--- config.mk ---
export PLATFORM = sky130hd
export DESIGN_NAME = module_bin_to_bcd_seq
export DESIGN_NICKNAME = d
export VERILOG_FILES = /design/src/rtl/bcd_pkg.sv /design/src/rtl/bcd_digit_adj.sv /design/src/rtl/module_bin_to_bcd_seq.sv
export SDC_FILE = /design/constraint.sdc
export NUM_CORES = 1
export LEC_CHECK = 0
export ABC_AREA = 1
export BUFFER_PORTS_ARGS = -buffer_cell sky130_fd_sc_hd__buf_2
export CAP_MARGIN = 0
export CORE_UTILIZATION = 40
export CTS_CLUSTER_SIZE = 8
export DETAILED_ROUTE_END_ITERATION = 7
export GPL_TIMING_DRIVEN = 0
export PLACE_DENSITY = 0.67
export REMOVE_ABC_BUFFERS = 1
export SLEW_MARGIN = 20
export SYNTH_ARGS = -nofsm -noshare
export SYNTH_HDL_FRONTEND = slang
export SYNTH_SLANG_ARGS = --single-unit
--- constraint.sdc ---
create_clock -name clk_i -period 1.1 [get_ports clk_i]
set_input_delay 0.22 -clock clk_i [delete_from_list [all_inputs] [get_ports clk_i]]
set_output_delay 0.22 -clock clk_i [all_outputs]
set_load 0.02 [all_outputs]
--- src/rtl/bcd_pkg.sv ---
`default_nettype none
// +--------------------------------------------------------------------------+
// | bcd_pkg : shared types and constants for the sequential bin-to-BCD path  |
// | Revision : 1.0                                                           |
// +--------------------------------------------------------------------------+
package bcd_pkg;

   localparam int BCD_DIGIT_W = 4;
   localparam logic [BCD_DIGIT_W-1:0] BCD_NINE = 4'h9;

   typedef enum logic [1:0] {
      IDLE  = 2'd0,
      SHIFT = 2'd1,
      DONE  = 2'd2
   } state_e;

   // Elaboration-time 10**n; DIGITS <= 6 keeps this well inside 32 bits.
   function automatic int unsigned pow10(input int unsigned n);
      int unsigned r;
      r = 1;
      for (int unsigned i = 0; i < n; i++) begin
         r = r * 10;
      end
      return r;
   endfunction

endpackage
`default_nettype wire

--- src/rtl/bcd_digit_adj.sv ---
`default_nettype none
// +--------------------------------------------------------------------------+
// | bcd_digit_adj : double-dabble digit correction, adds 3 when digit >= 5   |
// | Revision : 1.0                                                           |
// +--------------------------------------------------------------------------+
module bcd_digit_adj
   import bcd_pkg::*;
(
   input  logic [BCD_DIGIT_W-1:0] digit_i,
   output logic [BCD_DIGIT_W-1:0] digit_o
);

   always_comb begin
      digit_o = digit_i;
      if (digit_i >= 4'd5) begin
         digit_o = digit_i + 4'd3;
      end
   end

endmodule
`default_nettype wire

--- src/rtl/module_bin_to_bcd_seq.sv ---
`default_nettype none
// +--------------------------------------------------------------------------+
// | module_bin_to_bcd_seq : sequential shift-and-add-3 binary-to-BCD         |
// | converter, one input bit per cycle. Optional macro BIN_TO_BCD_BLANK_EN   |
// | builds the registered leading-zero blank mask.                           |
// | Revision : 1.0                                                           |
// +--------------------------------------------------------------------------+
module module_bin_to_bcd_seq
   import bcd_pkg::*;
#(
   parameter int WIDTH  = 12,
   parameter int DIGITS = 4
) (
   input  logic                  clk_i,
   input  logic                  rst_i,
   input  logic                  start_i,
   input  logic [WIDTH-1:0]      bin_i,
   output logic                  busy_o,
   output logic                  valid_o,
   output logic [4*DIGITS-1:0]   bcd_o,
   output logic                  ovf_o,
   output logic [DIGITS-1:0]     blank_o
);

   localparam int          c_SCR_W   = (DIGITS + 1) * BCD_DIGIT_W;
   localparam int          c_CNT_W   = $clog2(WIDTH + 1);
   localparam logic [31:0] c_OVF_LIM = 32'(pow10(DIGITS));

   state_e                 state_q, state_d;
   logic [WIDTH-1:0]       shift_q, shift_d;
   logic [c_SCR_W-1:0]     scratch_q, scratch_d;
   logic [c_SCR_W-1:0]     adj_scratch;
   logic [c_CNT_W-1:0]     cnt_q, cnt_d;
   logic                   ovf_pend_q, ovf_pend_d;
   logic [4*DIGITS-1:0]    bcd_q, bcd_d;
   logic                   ovf_q, ovf_d;
   logic                   valid_q, valid_d;

   for (genvar g = 0; g <= DIGITS; g++) begin : g_adj
      bcd_digit_adj u_adj (
         .digit_i (scratch_q[g*BCD_DIGIT_W +: BCD_DIGIT_W]),
         .digit_o (adj_scratch[g*BCD_DIGIT_W +: BCD_DIGIT_W])
      );
   end

   always_ff @(posedge clk_i) begin
      if (rst_i) begin
         state_q <= IDLE;
      end else begin
         state_q <= state_d;
      end
   end

   always_comb begin
      state_d = state_q;
      case (state_q)
         IDLE:    if (start_i) state_d = SHIFT;
         SHIFT:   if (cnt_q == c_CNT_W'(1)) state_d = DONE;
         DONE:    state_d = IDLE;
         default: state_d = IDLE;
      endcase
   end

   always_comb begin
      busy_o = (state_q == SHIFT);
   end

   always_comb begin
      shift_d    = shift_q;
      scratch_d  = scratch_q;
      cnt_d      = cnt_q;
      ovf_pend_d = ovf_pend_q;
      bcd_d      = bcd_q;
      ovf_d      = ovf_q;
      valid_d    = 1'b0;
      case (state_q)
         IDLE: begin
            if (start_i) begin
               shift_d    = bin_i;
               scratch_d  = '0;
               cnt_d      = c_CNT_W'(WIDTH);
               ovf_pend_d = (32'(bin_i) >= c_OVF_LIM);
            end
         end
         SHIFT: begin
            {scratch_d, shift_d} = {adj_scratch, shift_q} << 1;
            cnt_d                = cnt_q - c_CNT_W'(1);
         end
         DONE: begin
            valid_d = 1'b1;
            ovf_d   = ovf_pend_q;
            bcd_d   = ovf_pend_q ? {DIGITS{BCD_NINE}} : scratch_q[4*DIGITS-1:0];
         end
         default: ;
      endcase
   end

   always_ff @(posedge clk_i) begin
      if (rst_i) begin
         shift_q    <= '0;
         scratch_q  <= '0;
         cnt_q      <= '0;
         ovf_pend_q <= 1'b0;
         bcd_q      <= '0;
         ovf_q      <= 1'b0;
         valid_q    <= 1'b0;
      end else begin
         shift_q    <= shift_d;
         scratch_q  <= scratch_d;
         cnt_q      <= cnt_d;
         ovf_pend_q <= ovf_pend_d;
         bcd_q      <= bcd_d;
         ovf_q      <= ovf_d;
         valid_q    <= valid_d;
      end
   end

   assign valid_o = valid_q;
   assign bcd_o   = bcd_q;
   assign ovf_o   = ovf_q;

`ifdef BIN_TO_BCD_BLANK_EN
   logic [DIGITS-1:0] blank_q, blank_d;
   logic              zero_above;

   // Walk down from the top digit; a digit blanks only while everything above it is zero.
   always_comb begin
      blank_d    = blank_q;
      zero_above = 1'b1;
      if (state_q == DONE) begin
         blank_d = '0;
         for (int i = DIGITS - 1; i >= 1; i--) begin
            zero_above = zero_above && (scratch_q[i*BCD_DIGIT_W +: BCD_DIGIT_W] == '0);
            blank_d[i] = zero_above && !ovf_pend_q;
         end
      end
   end

   always_ff @(posedge clk_i) begin
      if (rst_i) begin
         blank_q <= '0;
      end else begin
         blank_q <= blank_d;
      end
   end

   assign blank_o = blank_q;
`else
   assign blank_o = '0;
`endif

endmodule
`default_nettype wire

* Yosys cells after proc, flatten, opt, wreduce, memory -nomap -nowiden
Cells that the tools add are included.
** Cells by class
- Add/subtract/negate cells :: 6
- $lt $le $gt $ge :: 5
- Equality and inequality tests :: 5
- Multiplexer cells :: 15
- Reduce and logical (&&, ||, !) cells :: 4
** Operator list (number)
- one-hot mux 20 bit (2 select lines) :: 1
- one-hot mux 12 bit (2 select lines) :: 1
- greater-or-equal comparator 4 x 3 -> 1 bit, second input constant :: 5
- two-way mux 20 bit :: 1
- two-way mux 4 bit :: 5
- adder 4 x 2 -> 4 bit, second input constant :: 4
- two-way mux 12 bit :: 1
- one-hot mux 4 bit (2 select lines) :: 1
- equality test 4 x 1 -> 1 bit, second input constant :: 1
- two-way mux 2 bit :: 2
- one-hot mux 2 bit (2 select lines) :: 1
- AND reduction 2 bit :: 2
- subtractor 4 x 1 -> 4 bit, second input constant :: 1
- adder 3 x 2 -> 3 bit, second input constant :: 1
- two-way mux 3 bit :: 1
- equality test 2 x 1 -> 1 bit, second input constant :: 1
- equality test 2 bit, second input constant :: 1
- logical NOT 2 bit :: 1
- != test 2 x 1 -> 1 bit, second input constant :: 1
- != test 2 bit, second input constant :: 1
- nonzero test 2 bit :: 1
- two-way mux 1 bit :: 1
** Word-level totals
- Register bits :: 55
- Bits of input ports :: 15
- Output and inout port bits :: 23
- Logic and storage cells :: 41

* Logic depth before layout (Yosys ltp)
- Depth in word-level cells :: 3
- Mapped depth :: 9
- Gate-level depth less buffers :: 9

* Cells and area by module
A second synthesis with hierarchy kept.
** Unflattened totals
- Cell total of the unflattened synthesis :: 354
- Area, all modules :: 2531.2 sq um
** By module, submodules not included
- module_bin_to_bcd_seq :: times used 1, cells each 262, area an instance 1990.7 sq um, seq. area each 1021.0 sq um
- bcd_digit_adj :: times used 4, cells each 23, area an instance 135.1 sq um, seq. area each 0.0 sq um

* Least setup slack after synthesis
No wires, ideal clock.
- Path kind :: reg-to-reg
- Start :: register scratch_q[0]
- End :: register scratch_q[4]
- Setup time :: 0.065 ns
- Data arrival time :: 1.125 ns
- Required time :: 1.035 ns
- Slack :: -0.090 ns
- Cell stages (with the launch flop) :: 10
- Buffers on the path :: 0
- Clock period less this slack :: 1.190 ns
- Path through :: dfxtp_1 -> inv_1 -> ha_1 -> inv_1 -> nand2_1 -> nand3_1 -> nand2_1 -> nor2_1 -> nor2_1 -> nor2_1
** On the way
- Cells in the longest elaborated chain, start to end :: 3
- Elaborated cells between the ends (all ways) :: 4
- Classes of those cells :: add/sub: 1; order compare: 1; mux: 2
** Ends and longest elaborated chain
- start: declaration :: RTL line module_bin_to_bcd_seq.sv:31 : logic [c_SCR_W-1:0] scratch_q, scratch_d;
- start signal: assignment :: RTL line module_bin_to_bcd_seq.sv:109 : scratch_q <= scratch_d;
- adder 4 x 2 -> 4 bit or greater-or-equal comparator 4 x 3 -> 1 bit (tied branches) :: RTL line bcd_digit_adj.sv:16, bcd_digit_adj.sv:15
- two-way mux 4 bit (*) :: RTL line bcd_digit_adj.sv:15 : if (digit_i >= 4'd5) begin
- one-hot mux 20 bit (2 select lines) (*) :: RTL line module_bin_to_bcd_seq.sv:76 : case (state_q)
Every way passes the cells marked *; elsewhere a longest branch is shown, timed or not.
A chain may end at the register's enable or synchronous reset.

* Final worst setup path
- Start :: register state_q[1]
- End :: output busy_o
** On the way
- Cells in the longest elaborated chain, start to end :: 1
** Ends and longest elaborated chain
- start: declaration :: RTL line module_bin_to_bcd_seq.sv:29 : state_e state_q, state_d;
- start signal: assignment :: RTL line module_bin_to_bcd_seq.sv:50 : state_q <= state_d;
- equality test 2 x 1 -> 1 bit :: RTL line module_bin_to_bcd_seq.sv:65 : busy_o = (state_q == SHIFT);
- end: declaration :: RTL line module_bin_to_bcd_seq.sv:18 : output logic busy_o,
Every way passes these cells.

==> impl_metrics.json <==
{
  "status": "complete, but fails checks",
  "cts_inserted_buffers": 5,
  "fp.coreArea_um2": 5960,
  "grt_pass1_vias": 2106,
  "met3_usage": 0.0375,
  "netSwitchingFraction": 0.273,
  "setup_viol": 30,
  "cts_hold_buf": 0,
  "ant_nets": 0,
  "rsz0062_at_grt": "yes",
  "ir_worst_vdd_mv": 0.787,
  "fp.dieW_um": 80.7,
  "grtUsageTotal": 0.192,
  "top_usage_layer": "met2",
  "first_pass_iters": 4,
  "violations": "setup timing",
  "io_pins": 38,
  "rr_startpoint": "state_q[1]$_SDFFE_PP0P_",
  "cap_violations": 0,
  "crit_type": "flop to primary output",
  "multiInputGateArea_um2": 1570,
  "antenna_cells": 0,
  "ys_ff_latch": 51,
  "skew_ps": 6.23,
  "routedWlPerCell_um": 14.9,
  "gr-usage-met2": 0.327,
  "clkLatencyLatePin_ps": 300,
  "grt_max_degree": 30,
  "hold_class": "input pin to flop",
  "worstHoldStart": "bin_i[0]",
  "crit_slowest_cell": "dfxtp_2",
  "p_clk_frac": 0.333,
  "ys_seq_area_frac": 0.412,
  "final-max-slew-violation-count": 0,
  "drcViolationCount": 0,
  "cts_tree": "built",
  "nets": 406,
  "timing.rr.end": "shift_q[9]$_SDFFE_PP0P_",
  "routed_wl_um": 6800,
  "layout_setup_ws_ps": -137,
  "p_seq_frac": 0.503,
  "fin_crit_sh": 1.12,
  "syn_area_um2": 2480,
  "area_delta_synth_final_pct": 42.0,
  "drt_iter0_drc": 140,
  "drive_gt1_frac": 0.483,
  "period_minus_slack_ps": 1240,
  "reg2regPathDepth": 7,
  "leakage_nw": 1.62,
  "portBuffers": 32,
  "grt_pass1_wl_um": 9540,
  "hold_path_end": "shift_q[0]$_SDFFE_PP0P_",
  "antenna_found_initial": 0,
  "crit_chain": "inv_4 > nand2_8 > inv_8 > buf_6",
  "die_area_um2": 6520,
  "switchingPower_w": 0.00106,
  "p_comb_frac": 0.164,
  "grt.overflow.total": 0,
  "gr-usage-met1": 0.236,
  "vias": 2355,
  "end_kind": "primary output",
  "arrival_ps": 1020,
  "gp_congestion": 0.800,
  "yosysWarnings": 0,
  "cts.sinks": 51,
  "die_h_um": 80.7,
  "dpl.hpwl_um": 3080,
  "achievable-frequency_mhz": 808,
  "cpPeakStageDelay_ps": 350,
  "avgSynthCellArea_um2": 7.56,
  "syn_inst": 328,
  "rows": 28,
  "hold_depth": 3,
  "vias_per_cell": 5.16,
  "power_density_nw_per_um2": 1100,
  "hold_violations": 0,
  "cts-root-buf": "clkbuf_8",
  "clk_pin_slew_ps": 90,
  "clk_path_buf_depth": 2,
  "start_util": 0.416,
  "n_fill_cell": 493,
  "tns_ps": -1210,
  "pre_cts_slack_ps": -593,
  "startpoint_type": "flop",
  "htreeDepth": 2,
  "internal-power_w": 0.00281,
  "r2r_setup_slack_ps": -80,
  "crit_fanout": 3,
  "ff_latch_area_um2": 1050,
  "worstPathRequired_ps": 880,
  "yosys.cell_types.count": 25
}
[what timing repair did]
item                                   4_1_cts  5_1_grt
resized for setup                           64      116
endpoints found under the hold margin        0        0
gates cloned                                 1        4
buffers inserted                            19        6
setup endpoints to repair                   51       48
pin swaps                                   14       35
[flip-flops by register name, indices dropped and copies added (netlist names)]
| signal | count |
|---|---|
| shift_q | 12 |
| valid_o | 1 |
| state_q | 2 |
| cnt_q | 4 |
| bcd_o | 16 |
| scratch_q | 16 |
[per-layer routing]
| layer | vias to the layer above | share of wire |
|---|---|---|
| met5 | - | 0 |
| met4 | 0 | 0.028 |
| met3 | 17 | 0.043 |
| met2 | 63 | 0.49 |
| met1 | 1107 | 0.44 |
| li1 | 1168 | - |
[logic make-up (layout without fill, tap and decap cells)]
family	count (synthesis)	count (layout)	synth area share
compound gates	65	65	0.152
fa+ha+maj	10	10	0.0505
buf+inv	55	104	0.121
flops	51	51	0.412
other cells	1	5	0.00151
simple gates	146	146	0.263
[layout by cell type, fill, tap and decap left out, drive strengths merged]
cell type	instances
nand3	24
clkinv	6
dfxtp	51
a31oi	5
nor2	29
nand2	84
clkbuf	7
ha	10
o211ai	5
bufinv	1
o21ai	23
conb	5
nor3	1
nand4	8
inv	33
a21oi	32
buf	57
[metrics by stage]
step                instances  cell area, um2   util  power [W]  hold WS [ps]
finish                    456            3520  0.591    0.00386           161
global route              456            3520  0.591    0.00402           163
CTS                       446            3040  0.511    0.00367           159
detailed placement        419            2580  0.434    0.00234           457
global placement          419            2580  0.434    0.00233           451
floorplan                 312            2330      -    0.00221           282
[cells in the mapped netlist, drive strengths merged]
cell type	instances	area (um2)
o21ai	23	115
a31oi	5	31.3
ha	10	125
nor2	29	111
o211ai	5	37.5
nor3	1	5.00
nand3	24	160
inv	33	124
a21oi	32	194
dfxtp	51	1020
nand4	8	50.1
clkbuf	1	3.75
buf	19	161
clkinv	2	10.0
nand2	84	325
conb	1	3.75
[cell type report]
type                       instances  share of cell area
tap                               75              0.0267
timing repair inverter             4              0.0163
inverter                          35              0.0590
sequential                        51               0.297
clock buffer                       6              0.0206
timing repair buffer              58               0.127
multi-input combinational        226               0.445
clock inverter                     1             0.00853
[worst max path at each step]
stage	startpoint	to	slack [ps]
detailed placement	rst_i	scratch_q[0]$_SDFFE_PP0P_	-590
global route	state_q[1]$_SDFFE_PP0P_	busy_o	-190
floorplan	scratch_q[0]$_SDFFE_PP0P_	scratch_q[4]$_SDFFE_PP0P_	-100
global placement	rst_i	scratch_q[0]$_SDFFE_PP0P_	-600
finish	state_q[1]$_SDFFE_PP0P_	busy_o	-140
CTS	state_q[1]$_SDFFE_PP0P_	busy_o	-120
[power groups by stage]
stage	clock network, W	logic [W]	registers (W)
after CTS	0.00129	0.000440	0.00194
after global routing	0.00138	0.000688	0.00195
after global placement	0	0.000350	0.00198
after floorplan	0	0.000230	0.00198
after detailed placement	0	0.000355	0.00198
final	0.00129	0.000635	0.00194
[worst max-delay path: cells and delay by family (launching register included)]
family,cells,cell delay [ps]
buffers and inverters,3,280
DFF,1,350
and+or+nand+nor,1,80
Note: power is estimated with default switching activity, not from simulation.
